==> src/rtl/uart_pkg.sv <==
`default_nettype none
// ============================================================================
//  Module      : uart_pkg
//  Description : Shared UART types, parity mode constants and baud helpers.
//  Revision    : 1.0 - initial release
// ============================================================================
package uart_pkg;

    typedef enum logic [2:0] {
        ST_IDLE   = 3'd0,
        ST_START  = 3'd1,
        ST_DATA   = 3'd2,
        ST_PARITY = 3'd3,
        ST_STOP   = 3'd4
    } tx_state_t;

    localparam int PARITY_NONE = 0;
    localparam int PARITY_EVEN = 1;
    localparam int PARITY_ODD  = 2;

    function automatic int clks_per_bit(input int clock_rate, input int baud_rate);
        return clock_rate / baud_rate;
    endfunction

endpackage
`default_nettype wire

==> src/rtl/uart_baud_gen.sv <==
`default_nettype none
// ============================================================================
//  Module      : uart_baud_gen
//  Description : Bit-period counter with synchronous restart and terminal tick.
//  Revision    : 1.0 - initial release
// ============================================================================
module uart_baud_gen #(
    parameter int CLKS_PER_BIT = 217
) (
    input  logic clk,
    input  logic reset,
    input  logic restart,
    output logic bit_tick
);

    localparam int                CNT_W    = $clog2(CLKS_PER_BIT);
    localparam logic [CNT_W-1:0]  CNT_LAST = CNT_W'(CLKS_PER_BIT - 1);

    logic [CNT_W-1:0] r_count;

    always_ff @(posedge clk or negedge reset) begin
        if (!reset) begin
            r_count <= '0;
        end else if (restart || (r_count == CNT_LAST)) begin
            r_count <= '0;
        end else begin
            r_count <= r_count + CNT_W'(1);
        end
    end

    assign bit_tick = (r_count == CNT_LAST);

endmodule
`default_nettype wire

==> src/rtl/uart_tx_engine.sv <==
`default_nettype none
// ============================================================================
//  Module      : uart_tx_engine
//  Description : Pops bytes from a FWFT FIFO and serialises them as UART frames.
//  Revision    : 1.0 - initial release
// ============================================================================
module uart_tx_engine
    import uart_pkg::*;
#(
    parameter int CLOCK_RATE = 100_000_000,
    parameter int BAUD_RATE  = 460_800,
    parameter int PARITY     = 0,
    parameter int STOP_BITS  = 1
) (
    input  logic       clk,
    input  logic       reset,
    input  logic       enable,
    input  logic [7:0] fifo_data,
    input  logic       fifo_empty,
    output logic       fifo_read,
    output logic       tx,
    output logic       busy
);

    localparam int         CLKS_PER_BIT = clks_per_bit(CLOCK_RATE, BAUD_RATE);
    localparam logic [2:0] STOP_LAST    = 3'(STOP_BITS - 1);
    localparam logic       PARITY_ON    = (PARITY != PARITY_NONE);
    localparam logic       PARITY_INV   = (PARITY == PARITY_ODD);

    if ((STOP_BITS < 1) || (STOP_BITS > 2)) begin : g_bad_stop_bits
        $error("uart_tx_engine: STOP_BITS must be 1 or 2");
    end
    if ((PARITY < 0) || (PARITY > 2)) begin : g_bad_parity
        $error("uart_tx_engine: PARITY must be 0, 1 or 2");
    end
    if (CLKS_PER_BIT < 2) begin : g_bad_baud
        $error("uart_tx_engine: CLOCK_RATE / BAUD_RATE must be at least 2");
    end

    tx_state_t  r_state,   w_state_next;
    logic [7:0] r_shift,   w_shift_next;
    logic [2:0] r_bit_cnt, w_bit_cnt_next;
    logic       r_parity,  w_parity_next;
    logic       r_tx,      w_tx_next;
    logic       r_busy,    w_busy_next;
    logic       w_pop;
    logic       w_can_pop;
    logic       w_bit_tick;

    // Reset gates the pop so the FIFO is never touched while the engine is held.
    assign w_can_pop = reset & enable & ~fifo_empty;

    uart_baud_gen #(
        .CLKS_PER_BIT (CLKS_PER_BIT)
    ) u_baud_gen (
        .clk      (clk),
        .reset    (reset),
        .restart  (w_pop),
        .bit_tick (w_bit_tick)
    );

    always_ff @(posedge clk or negedge reset) begin
        if (!reset) begin
            r_state   <= ST_IDLE;
            r_shift   <= '0;
            r_bit_cnt <= '0;
            r_parity  <= 1'b0;
            r_tx      <= 1'b1;
            r_busy    <= 1'b0;
        end else begin
            r_state   <= w_state_next;
            r_shift   <= w_shift_next;
            r_bit_cnt <= w_bit_cnt_next;
            r_parity  <= w_parity_next;
            r_tx      <= w_tx_next;
            r_busy    <= w_busy_next;
        end
    end

    always_comb begin
        w_state_next   = r_state;
        w_shift_next   = r_shift;
        w_bit_cnt_next = r_bit_cnt;
        w_parity_next  = r_parity;
        w_tx_next      = r_tx;
        w_busy_next    = r_busy;
        w_pop          = 1'b0;

        case (r_state)
            ST_IDLE: begin
                w_tx_next   = 1'b1;
                w_busy_next = 1'b0;
                if (w_can_pop) begin
                    w_pop          = 1'b1;
                    w_shift_next   = fifo_data;
                    w_bit_cnt_next = '0;
                    w_tx_next      = 1'b0;
                    w_busy_next    = 1'b1;
                    w_state_next   = ST_START;
                end
            end
            ST_START: begin
                if (w_bit_tick) begin
                    // Parity taken from the latched byte before shifting begins.
                    w_parity_next = (^r_shift) ^ PARITY_INV;
                    w_tx_next     = r_shift[0];
                    w_state_next  = ST_DATA;
                end
            end
            ST_DATA: begin
                if (w_bit_tick) begin
                    w_shift_next = {1'b0, r_shift[7:1]};
                    if (r_bit_cnt == 3'd7) begin
                        w_bit_cnt_next = '0;
                        if (PARITY_ON) begin
                            w_tx_next    = r_parity;
                            w_state_next = ST_PARITY;
                        end else begin
                            w_tx_next    = 1'b1;
                            w_state_next = ST_STOP;
                        end
                    end else begin
                        w_bit_cnt_next = r_bit_cnt + 3'd1;
                        w_tx_next      = r_shift[1];
                    end
                end
            end
            ST_PARITY: begin
                if (w_bit_tick) begin
                    w_bit_cnt_next = '0;
                    w_tx_next      = 1'b1;
                    w_state_next   = ST_STOP;
                end
            end
            ST_STOP: begin
                if (w_bit_tick) begin
                    if (r_bit_cnt == STOP_LAST) begin
                        w_bit_cnt_next = '0;
                        if (w_can_pop) begin
                            w_pop        = 1'b1;
                            w_shift_next = fifo_data;
                            w_tx_next    = 1'b0;
                            w_state_next = ST_START;
                        end else begin
                            w_tx_next    = 1'b1;
                            w_busy_next  = 1'b0;
                            w_state_next = ST_IDLE;
                        end
                    end else begin
                        w_bit_cnt_next = r_bit_cnt + 3'd1;
                    end
                end
            end
            default: begin
                w_tx_next    = 1'b1;
                w_busy_next  = 1'b0;
                w_state_next = ST_IDLE;
            end
        endcase
    end

    assign fifo_read = w_pop;
    assign tx        = r_tx;
    assign busy      = r_busy;

endmodule
`default_nettype wire

==> config.mk <==
export PLATFORM = sky130hd
export DESIGN_NAME = uart_tx_engine
export DESIGN_NICKNAME = d
export VERILOG_FILES = /design/src/rtl/uart_pkg.sv /design/src/rtl/uart_baud_gen.sv /design/src/rtl/uart_tx_engine.sv
export SDC_FILE = /design/constraint.sdc
export NUM_CORES = 1
export LEC_CHECK = 0
export CAP_MARGIN = 30
export CORE_MARGIN = 2
export CORE_UTILIZATION = 35
export CTS_CLUSTER_DIAMETER = 150
export DETAILED_ROUTE_END_ITERATION = 10
export GPL_TIMING_DRIVEN = 0
export HOLD_SLACK_MARGIN = 0.1
export PLACE_DENSITY_LB_ADDON = 0.3
export SLEW_MARGIN = 20
export SYNTH_ARGS = -nofsm -noshare
export SYNTH_HDL_FRONTEND = slang
export SYNTH_SLANG_ARGS = --single-unit
==> constraint.sdc <==
create_clock -name clk -period 2 [get_ports clk]
set_input_delay 0.2 -clock clk [delete_from_list [all_inputs] [get_ports clk]]
set_output_delay 0.2 -clock clk [all_outputs]
set_load 0.02 [all_outputs]
==> key figures <==
Run status
  – Outcome: complete, no violations

Power and ir drop
  – Worst vdd ir: 417 uV
  – Sw Share: 30.6%
  – Combinational share of power: 26.7%
  – Int Power: 0.982 mW
  – Pleak: 0.836 nW
  – Total power draw: 1.41 mW
  – PwrDens: 820 nW/um2
  – Clock power share: 23.7%
  – Sequential Power Share: 49.6%
  – NetSw: 0.432 mW

Routing
  – WL/cell: 14.0 um
  – Vias per cell: 5.16
  – Top Metal Used: met4
  – Met3 wire length: 46 um
  – First-iteration detailed-routing DRC count: 95
  – Post-DRT Antenna Nets: 0
  – Met2 wire length: 1.47 mm
  – WL final: 2.86 mm
  – DR DRC count: 0
  – Router iterations before antenna repair: 4
  – Post-Route M1 WL: 1.32 mm
  – Via count: 1053

Timing
  – F_max: 527 MHz
  – Unrepaired setup endpoints after global routing: no
  – Final setup fails: 0
  – Worst-margin pin slew: 0.531 ns
  – Period minus WS final: 1.90 ns
  – Slew Viols, Final: 0
  – Hold violation total from the final report: 0
  – Setup TNS: 0 ns
  – Worst Skew: 0.00382 ns
  – Final worst path period share: 94.8%
  – Slew HR: 64.5%
  – Final WS setup: 0.104 ns

Global route
  – Vias in the first global route: 1093
  – Grt ovf: 0
  – Total track usage: 13.7%
  – First-pass GRT wire length: 4.80 mm
  – Initial antenna violation count: 0
  – Largest net degree at the start of global routing: 24

Synthesis
  – Mapped Avg Cell Area: 11.0 um2
  – Xor and xnor area share after synthesis: 3.69%
  – Syn Nets: 147
  – Post-synth top area share: 40.4%
  – Cells after Synth: 130
  – Sequential share of the synthesized area: 42.2%
  – Synth warn: 0
  – Count leader, synth: dfrtp_1
  – Most common flop cell mapped by yosys: dfrtp_1
  – Dominant cell type by area after synthesis: dfrtp_1
  – Synth Area in Adders: 4.39%
  – Synth cell types: 46
  – Mux contribution to synthesized area: 13.7%
  – Post-synth EDFFs: 0
  – List of most frequent post-synthesis cells: dfrtp_1 (23), nor2_1 (11), mux2_1 (9), inv_1 (8), mux2_2 (7)
  – Post-Synth Simple-Gate Area: 19.1%
  – #FFs+latches synth: 24
  – Top cells by area, synth: dfrtp_1 (40%), mux2_1 (7.1%), mux2_2 (5.5%)
  – Complex-gate fraction of the synthesized area: 13.3%
  – Cell Area, Synth: 1430 um2
  – Largest family of logic cells by synthesized area: simple AND/OR/NAND/NOR gates
  – Synth async-reset ratio: 100%

Job
  – MaxCap Viol Count: 0

Hold path
  – Worst min path class: in2async

Setup path
  – Crit-path max FO: 8
  – Worst Setup EP: r_shift[3]$_DFFE_PN0P_
  – Critical Path Sink Type: flop
  – Reg-to-reg setup timing slack: 0.10 ns
  – Critical path class: reg2reg
  – R2R Path End: r_shift[3]$_DFFE_PN0P_
  – Req. time, crit path: 2.15 ns
  – Path depth of the worst reg2reg path: 7
  – Reg2reg start: u_baud_gen.r_count[0]$_DFF_PN0_
  – Crit path launch: u_baud_gen.r_count[0]$_DFF_PN0_
  – Type of origin of the critical path: flop
  – CP arrival: 2.05 ns

Clock network
  – Clock Pin Slew Worst Setup and Hold Paths: 0.09 ns
  – Skew-Pair Late Insertion Delay: 0.26 ns
  – CTS Buf Count: 3
  – CTS sink cnt: 24
  – CTS Buffer Depth: 2
  – CTS tree: done
  – CTS root buf: clkbuf_8
  – H-tree levels: 1

Place
  – I/O Buffers: 14
  – Inst Count DP: 194
  – GPL Wtd Cong: 0.851
  – Post-DP HPWL: 2.10 mm
  – Pre-CTS setup slack: -0.320 ns

Floorplan
  – Die span in y: 67.8 um
  – Initial Util: 35.9%
  – I/O pin total: 15
  – Core area: 3970 um2
  – Die area: 4600 um2
  – Cell Rows: 23
  – Die X: 67.8 um

Layout
  – Utilization after layout: 43.4%
  – Finished Layout Cells: 204
  – Antenna cells: 0
  – Fraction of layout cells with a size suffix above 1: 21.4%
  – Synth-to-Final Area Change: 20.9%
  – Fin nets: 172
final cells by class:
class,instances,area [um2]
Buffer,3,22.5
Clock buffer,4,55.1
Fill cell,401,2250
Inverter,8,30.0
Multi-Input combinational cell,95,776
Sequential cell,24,602
Tap cell,50,62.6
Timing Repair Buffer,20,175
metal layers:
| layer | track usage [%] | vias to the layer above |
|---|---|---|
| met5 | 0 | - |
| met4 | 3.75 | 0 |
| met3 | 1.97 | 2 |
| met2 | 24.4 | 8 |
| met1 | 17.4 | 528 |
| li1 | - | 515 |
power by group through the flow:
stage | registers, mW | clock network [mW] | logic [mW]
floorplan | 0.709 | 0 | 0.233
detailed placement | 0.712 | 0 | 0.365
CTS | 0.702 | 0.347 | 0.378
finish | 0.701 | 0.335 | 0.377
global route | 0.717 | 0.363 | 0.427
global placement | 0.704 | 0 | 0.352
sequential cells by signal, indices dropped and copies added (netlist names):
signal              cells
r_bit_cnt               3
tx                      1
busy                    1
r_state                 3
r_shift                 8
u_baud_gen.r_count      8
what timing repair did:
action                                 CTS  global route
endpoints found under the hold margin   23             0
buffers inserted                         3             1
setup endpoints to repair                1             5
resized for setup                        5             0
pin swaps                                2             1
hold buffers                             2             0
cells by family after synthesis:
kind of cell / after synthesis
and+or+nand+nor: 43
AOI/OAI and AO/OA: 24
adders and majority gates: 5
DFF: 24
xor gates and xnor gates: 6
buffers and inverters: 11
muxes: 17
critical path, cell delays in order (launching register included):
cell	delay, ns
dfrtp_1	0.41
inv_1	0.07
ha_1	0.16
nand3b_1	0.15
buf_4	0.19
o31ai_4	0.26
a22oi_4	0.17
mux2_1	0.36
how the worst min path moves through the flow:
stage                                      start                endpoint  cells after the start
after floorplan                            reset        busy$_DFFE_PN0P_                      0
after global placement    r_shift[4]$_DFFE_PN0P_  r_shift[4]$_DFFE_PN0P_                      1
after detailed placement                   reset  r_state[2]$_DFFE_PN0P_                      1
after CTS                                  reset          tx$_DFFE_PN1P_                      2
after global routing                       reset          tx$_DFFE_PN1P_                      2
final                                      reset          tx$_DFFE_PN1P_                      2
through the flow:
stage / cell area [um2] / hold WS (ns)
after floorplan: 1430 / -0.0956
final: 1720 / 0.428
after global placement: 1630 / 0.468
after global routing: 1720 / 0.445
after CTS: 1720 / 0.426
after detailed placement: 1620 / 0.240
placed cells by master (no fill, tap or decap), drive strengths merged, types with 2 or more instances in the layout:
master,count
xor2,4
o22ai,3
inv,8
nor2b,2
xnor2,2
a22oi,3
nor3,2
nand3b,2
buf,8
o21ai,6
dfrtp,23
nor3b,2
nor2,13
mux2,17
a21oi,5
and3,2
nand3,4
ha,5
nand2,5
nand4b,2
a211oi,2
clkbuf,6
and4b,2
clkdlybuf4s50,12
Power figures use the tool's default switching activity.
